==> config.mk <==
export PLATFORM = sky130hd
export DESIGN_NAME = ppu_vram_port
export DESIGN_NICKNAME = d
export VERILOG_FILES = /design/src/rtl/ppu_vram_port.sv
export SDC_FILE = /design/constraint.sdc
export NUM_CORES = 1
export LEC_CHECK = 0
export CORE_ASPECT_RATIO = 1.5
export CORE_UTILIZATION = 55
export DETAILED_ROUTE_END_ITERATION = 12
export PLACE_DENSITY = 0.85
export SLEW_MARGIN = 10
export SYNTH_ARGS = -nofsm -noshare
export SYNTH_HDL_FRONTEND = slang
export SYNTH_SLANG_ARGS = --single-unit
==> constraint.sdc <==
create_clock -name clk -period 5.37 [get_ports clk]
set_input_delay 0.8055 -clock clk [delete_from_list [all_inputs] [get_ports clk]]
set_output_delay 0.8055 -clock clk [all_outputs]
set_load 0.02 [all_outputs]
==> src/rtl/ppu_vram_port.sv <==
// CPU-side PPUADDR/PPUDATA port: write toggle, temp/current VRAM address and read buffer.
// Issues single-cycle read/write transactions to a synchronous VRAM with VRAM_RD_LAT read latency.
module ppu_vram_port #(
  parameter int VRAM_RD_LAT = 1
) (
  input  logic        clk,
  input  logic        reset,
  input  logic        cpu_sel,
  input  logic [2:0]  cpu_reg,
  input  logic        cpu_we,
  input  logic [7:0]  cpu_din,
  input  logic        inc32,
  output logic [7:0]  cpu_dout,
  output logic        cpu_rvalid,
  output logic        busy,
  output logic [15:0] vram_addr,
  output logic        vram_WE,
  output logic [7:0]  vram_din,
  input  logic [7:0]  vram_dout
);

  typedef enum logic [2:0] {IDLE, WR, RD_WAIT, RD_CAP, PF_WAIT, PF_CAP} state_t;

  localparam int CW = 8;
  localparam logic [CW-1:0] LAST_WAIT = CW'(VRAM_RD_LAT - 1);
  localparam logic [CW-1:0] LAST_CAP  = CW'(VRAM_RD_LAT);

  state_t         state, state_nx;
  logic [CW-1:0]  cnt, cnt_nx;
  // t[7:0] is consumed by the same $2006 write that sets it, so only the high part is held.
  logic [5:0]     t_hi;
  logic [13:0]    v;
  logic           w;
  logic [7:0]     read_buf;
  logic [7:0]     dout_q;
  logic           rd_pulse;

  logic           idle, wr_2006, wr_2007, rd_2007, rd_2002, pal;
  logic           adv_v, cap_buf, pf_valid;
  logic [13:0]    v_inc, addr_mux;

  assign idle    = (state == IDLE);
  assign wr_2006 = cpu_sel &  cpu_we & (cpu_reg == 3'd6) & idle;
  assign wr_2007 = cpu_sel &  cpu_we & (cpu_reg == 3'd7) & idle;
  assign rd_2007 = cpu_sel & ~cpu_we & (cpu_reg == 3'd7) & idle;
  assign rd_2002 = cpu_sel & ~cpu_we & (cpu_reg == 3'd2);
  assign pal     = (v >= 14'h3F00);
  assign v_inc   = v + (inc32 ? 14'd32 : 14'd1);

  always_comb begin
    state_nx = state;
    cnt_nx   = '0;
    adv_v    = 1'b0;
    cap_buf  = 1'b0;
    pf_valid = 1'b0;
    addr_mux = v;
    case (state)
      IDLE: begin
        if (wr_2007)      state_nx = WR;
        else if (rd_2007) state_nx = pal ? PF_WAIT : RD_WAIT;
      end
      WR: begin
        adv_v    = 1'b1;
        state_nx = IDLE;
      end
      RD_WAIT: begin
        if (cnt == LAST_WAIT) state_nx = RD_CAP;
        else                  cnt_nx   = cnt + CW'(1);
      end
      RD_CAP: begin
        cap_buf  = 1'b1;
        adv_v    = 1'b1;
        state_nx = IDLE;
      end
      PF_WAIT: begin
        if (cnt == LAST_WAIT) state_nx = PF_CAP;
        else                  cnt_nx   = cnt + CW'(1);
      end
      PF_CAP: begin
        // Palette data lands on the first cycle here while the nametable fetch is issued.
        addr_mux = {2'b10, v[11:0]};
        pf_valid = (cnt == '0);
        if (cnt == LAST_CAP) begin
          cap_buf  = 1'b1;
          adv_v    = 1'b1;
          state_nx = IDLE;
        end else begin
          cnt_nx = cnt + CW'(1);
        end
      end
      default: state_nx = IDLE;
    endcase
  end

  always_ff @(posedge clk) begin
    if (reset) begin
      state    <= IDLE;
      cnt      <= '0;
      t_hi     <= '0;
      v        <= '0;
      w        <= 1'b0;
      read_buf <= '0;
      dout_q   <= '0;
      rd_pulse <= 1'b0;
      vram_din <= '0;
    end else begin
      state    <= state_nx;
      cnt      <= cnt_nx;
      rd_pulse <= rd_2007 & ~pal;
      if (rd_2007 & ~pal) dout_q   <= read_buf;
      if (wr_2007)        vram_din <= cpu_din;
      if (cap_buf)        read_buf <= vram_dout;
      if (rd_2002) begin
        w <= 1'b0;
      end else if (wr_2006) begin
        if (!w) begin
          t_hi <= cpu_din[5:0];
          w    <= 1'b1;
        end else begin
          v <= {t_hi, cpu_din};
          w <= 1'b0;
        end
      end
      if (adv_v) v <= v_inc;
    end
  end

  assign vram_addr  = {2'b00, addr_mux};
  assign vram_WE    = (state == WR);
  assign busy       = ~idle;
  assign cpu_rvalid = rd_pulse | pf_valid;
  assign cpu_dout   = pf_valid ? vram_dout : dout_q;

endmodule

# After elaboration in Yosys (flattened, before gate mapping)
# Index checks and enable logic that the tools add are counted.
# W data, S select, Z words.
# op_classes
add_sub_neg	2
multipliers	0
n_div	0
order_cmp	1
eq_ne	14
shift	0
muxes	22
n_bitwise	16
reduce_logical	10
# ops
operator	n
$mux W14	5
$mux W8	3
$mux W3	6
$pmux W8 S2	1
$add A14 B6 Y14	1
$ge A14 B14 Y1 const B	1
$eq A3 B3 Y1 const B	4
$pmux W3 S4	1
$and A1 B1 Y1	10
$eq A3 B2 Y1 const B	3
$add A8 B1 Y8 const B	1
$eq A8 B1 Y1 const B	1
$logic_not A8 Y1	1
$mux W6	1
$ne A2 B2 Y1 const B	3
$reduce_and A3 Y1	2
$reduce_or A2 Y1	3
$not A1 Y1	5
$pmux W1 S2	2
$reduce_and A4 Y1	1
$reduce_bool A2 Y1	2
$eq A3 B1 Y1 const B	1
$logic_not A3 Y1	1
$mux W1	3
3 further kinds	3
# totals
ff_bits	57
latch_bits	0
ramBits	0
rom_bits	0
input_bits	24
out_inout_bits	35
n_memories	0

# Longest topological paths before layout
# depth
word_depth	7
depth_mapped	7

# Worst setup path before layout
# No wires, ideal clock.
# synth_timing
path_kind	reg2out
from	reg cnt[5]
to	out cpu_dout[0]
t_arrival_ps	1526
path_slack_ps	3039
path_stages_with_launch	5
path_cell_list	dfxtp_1 nor4_4 and3_1 nand3_2 mux2_2
# synth_between
elab_chain_cells	3
# synth_rtl
element	line_no	text
from (decl)	29	logic [CW-1:0] cnt, cnt_nx;
from (signal assigned)	108	cnt <= cnt_nx;
$logic_not A8 Y1	82	pf_valid = (cnt == '0);
$mux W1	57	case (state)
$mux W8	132	assign cpu_dout = pf_valid ? vram_dout : dout_q;
to (decl)	13	output logic [7:0] cpu_dout,
# No other way between the ends.

# Worst setup path after layout
# layout_timing
from	reg cnt[5]
to	out cpu_dout[4]
# The elaborated chain is that of the path after synthesis.

==> flow_summary.yaml <==
status:
  outcome: "complete, no violations"
cts:
  cts-root-buf: "clkbuf_8"
  ctsHoldBuffers: 0
  cts_made_buffers: 9
  clk_transition_reported_paths_ns: 0.07
  cts.sinks: 57
  clock_path_buffers: 2
  cts_tree: "done"
  ctsResizeCount: 0
  cts_setup_buffers: 0
  clk_latency_ns: 0.35
  h-tree-depth: 3
hold_path:
  min_path_cells: 2
  hp-start: "vram_din[3]"
  hold_end: "vram_din[3]"
  min_path_type: "flip-flop to flip-flop"
place:
  portBuffers: 56
  gp_congestion: 0.873
  placed_area_um2: 3360
  hpwl_um: 4810
  dp_slack_ns: 2.27
  numPlacedInstances: 416
die:
  start_util_pct: 56.9
  rows: 32
  die-area_um2: 5560
  ios: 59
  core_um2: 5080
  die_h_um: 90.8
  dieWidth_um: 61.2
timing:
  fmax_mhz: 291
  max_slew_margin_pct: 47.9
  skew_ns: 0.00860
  fin_crit_sh_pct: 64.1
  layout_min_cycle_time_ns: 3.44
  fin_ws_ns: 1.93
  hold_violations: 0
  finalSetupTns_ns: 0
  slew_viol_final: 0
  holdWs_ns: 0.493
  finalSetupViolCount: 0
  rsz0062_at_grt: "no"
  worst_pin_slew_ns: 0.779
detailed_routing:
  drc_errors: 0
  antenna_left: 0
  drtIter0Drc: 194
  routedWlPerCell_um: 15.6
  vias: 2479
  dr_wl_met2_um: 3660
  drt_wl_total_um: 6750
  wl_met1_um: 2610
  viasPerCell: 5.74
  drt_first_pass_iters: 4
  top_layer_used: "met4"
  wl_met3_um: 294
layout:
  drive_gt1_share_pct: 10.2
  antennaDiodeCount: 0
  layout.nets: 389
  areaGrowthSynthToFinish_pct: 25.2
  final_cells: 432
  utilization_pct: 71.2
  design_area_um2: 3620
yosys:
  seq_area_frac_synth_pct: 39.4
  yosys.area.top_type: "dfxtp_1"
  synthTopCellsByArea: "dfxtp_1 (39%), mux2i_1 (10%), nor2_1 (6.4%), buf_4 (4.2%), mux2_2 (3.1%)"
  syn_inst: 317
  synth-edff-count: 0
  yosysUniqueCellTypes: 56
  synth_top_flop_cell: "dfxtp_1"
  ys_seq_elements: 57
  synth_common_cells: "dfxtp_1 (57), nor2_1 (49), mux2i_1 (30)"
  post-synth-top-count-cell: "dfxtp_1"
  synth_area_um2: 2890
  synthArstFlopShare_pct: 0
  synth_top_area_share_pct: 39.4
  ys_warn_count: 0
  synth_area_per_cell_um2: 9.13
power_and_ir_drop:
  p_sw_share_pct: 21.5
  peakVddDrop_mv: 0.187
  power_frac_seq_pct: 41.4
  power.share.clock_pct: 50.6
  p_leak_nw: 1.43
  p_int_uw: 822
  total_power_mw: 1.05
  switchingPower_uw: 226
  power_density_nw_per_um2: 289
  combinationalPowerShare_pct: 8.0
global_route:
  grt_pass1_vias: 2419
  antenna_found_initial: 0
  grt_pass1_wl_um: 11000
  gr-total-overflow: 0
  grt_max_degree: 29
  grt_usage_pct: 26.5
critical_path:
  cp-end-kind: "output pin"
  cp_max_fo: 9
  critPathLaunchType: "flip-flop"
  path_cells: "nor4_4, and3_1, nand3_2, mux2_2, clkdlybuf4s50_1"
  regToRegSetupSlack_ns: 3.03
  r2r-end: "v[11]"
  worst-setup-path-type: "flip-flop to output pin"
  crit_arrival_ns: 2.64
  r2r_start: "state[0]"
  r2r_cells: 5
  critPathMaxStageDelay_ns: 0.60
  critPathSlowestCell: "clkdlybuf4s50_1"
  cp.required_ns: 4.56
job:
  maxCapViolCount: 0
state kept, by name, indices dropped and copies added (netlist names):
name,count
v,14
cnt,8
dout_q,8
read_buf,8
vram_din,8
t_hi,6
state,3
rd_pulse,1
w,1
per-layer routing:
metal	GRT usage [%]	up-vias
li1	-	1193
met1	28.2	1187
met2	45.0	82
met3	7.16	17
met4	14.4	0
met5	0	-
critical path: cells and delay by family (launching register included):
family	cells	cell delay (ns)
flops	1	0.37
buf+inv	1	0.60
simple gates	3	1.00
mux	1	0.31
worst max-delay path by stage:
stage	start	to	slack, ns	cells past startpoint
floorplan	cnt[5]	cpu_dout[0]	3.04	4
global placement	cpu_we	v[2]	2.34	6
detailed placement	cpu_we	v[11]	2.27	6
CTS	cnt[5]	cpu_dout[5]	1.93	5
global route	cnt[5]	cpu_dout[0]	1.84	5
finish	cnt[5]	cpu_dout[4]	1.93	5
area by class of cell:
type	instances	area, µm²
Tap cell	68	85.1
Multi-Input combinational cell	226	1540
Inverter	8	30.0
Fill cell	389	1460
Clock buffer	10	128
Sequential cell	57	1140
Timing Repair Buffer	57	568
Clock inverter	6	130
cells by family (layout without fill, tap and decap cells):
logic type	after synthesis	in the layout	share of synthesized area, %
compound gates	48	48	11.4
xor+xnor	9	9	2.72
fa+ha+maj	6	6	2.59
buf+inv	35	81	7.48
flops	57	57	39.4
mux	38	38	13.5
other cells	1	2	0.130
simple gates	123	123	22.7
cells in the final DEF (no fill, tap or decap), types with 4 or more instances in the layout:
master | Yosys | final
nand2_1 | 17 | 17
nor3_1 | 4 | 4
ha_1 | 6 | 6
a21oi_1 | 11 | 11
a31oi_1 | 10 | 10
nand3_1 | 12 | 12
nor2_1 | 49 | 49
nand4_1 | 5 | 5
bufinv_16 | 0 | 4
clkbuf_8 | 0 | 9
and3_1 | 6 | 6
xor2_1 | 7 | 7
dfxtp_1 | 57 | 57
mux2_2 | 8 | 8
inv_1 | 8 | 8
clkdlybuf4s50_1 | 0 | 56
mux2i_1 | 30 | 30
power by group through the flow:
stage / clock network [mW] / registers, mW / logic, mW
after floorplan: 0 / 0.441 / 0.0525
after global placement: 0 / 0.443 / 0.0823
after detailed placement: 0 / 0.443 / 0.0835
after CTS: 0.535 / 0.434 / 0.0839
after global routing: 0.548 / 0.434 / 0.0907
final: 0.530 / 0.434 / 0.0843
No activity file was read; power rests on OpenSTA's default activity.
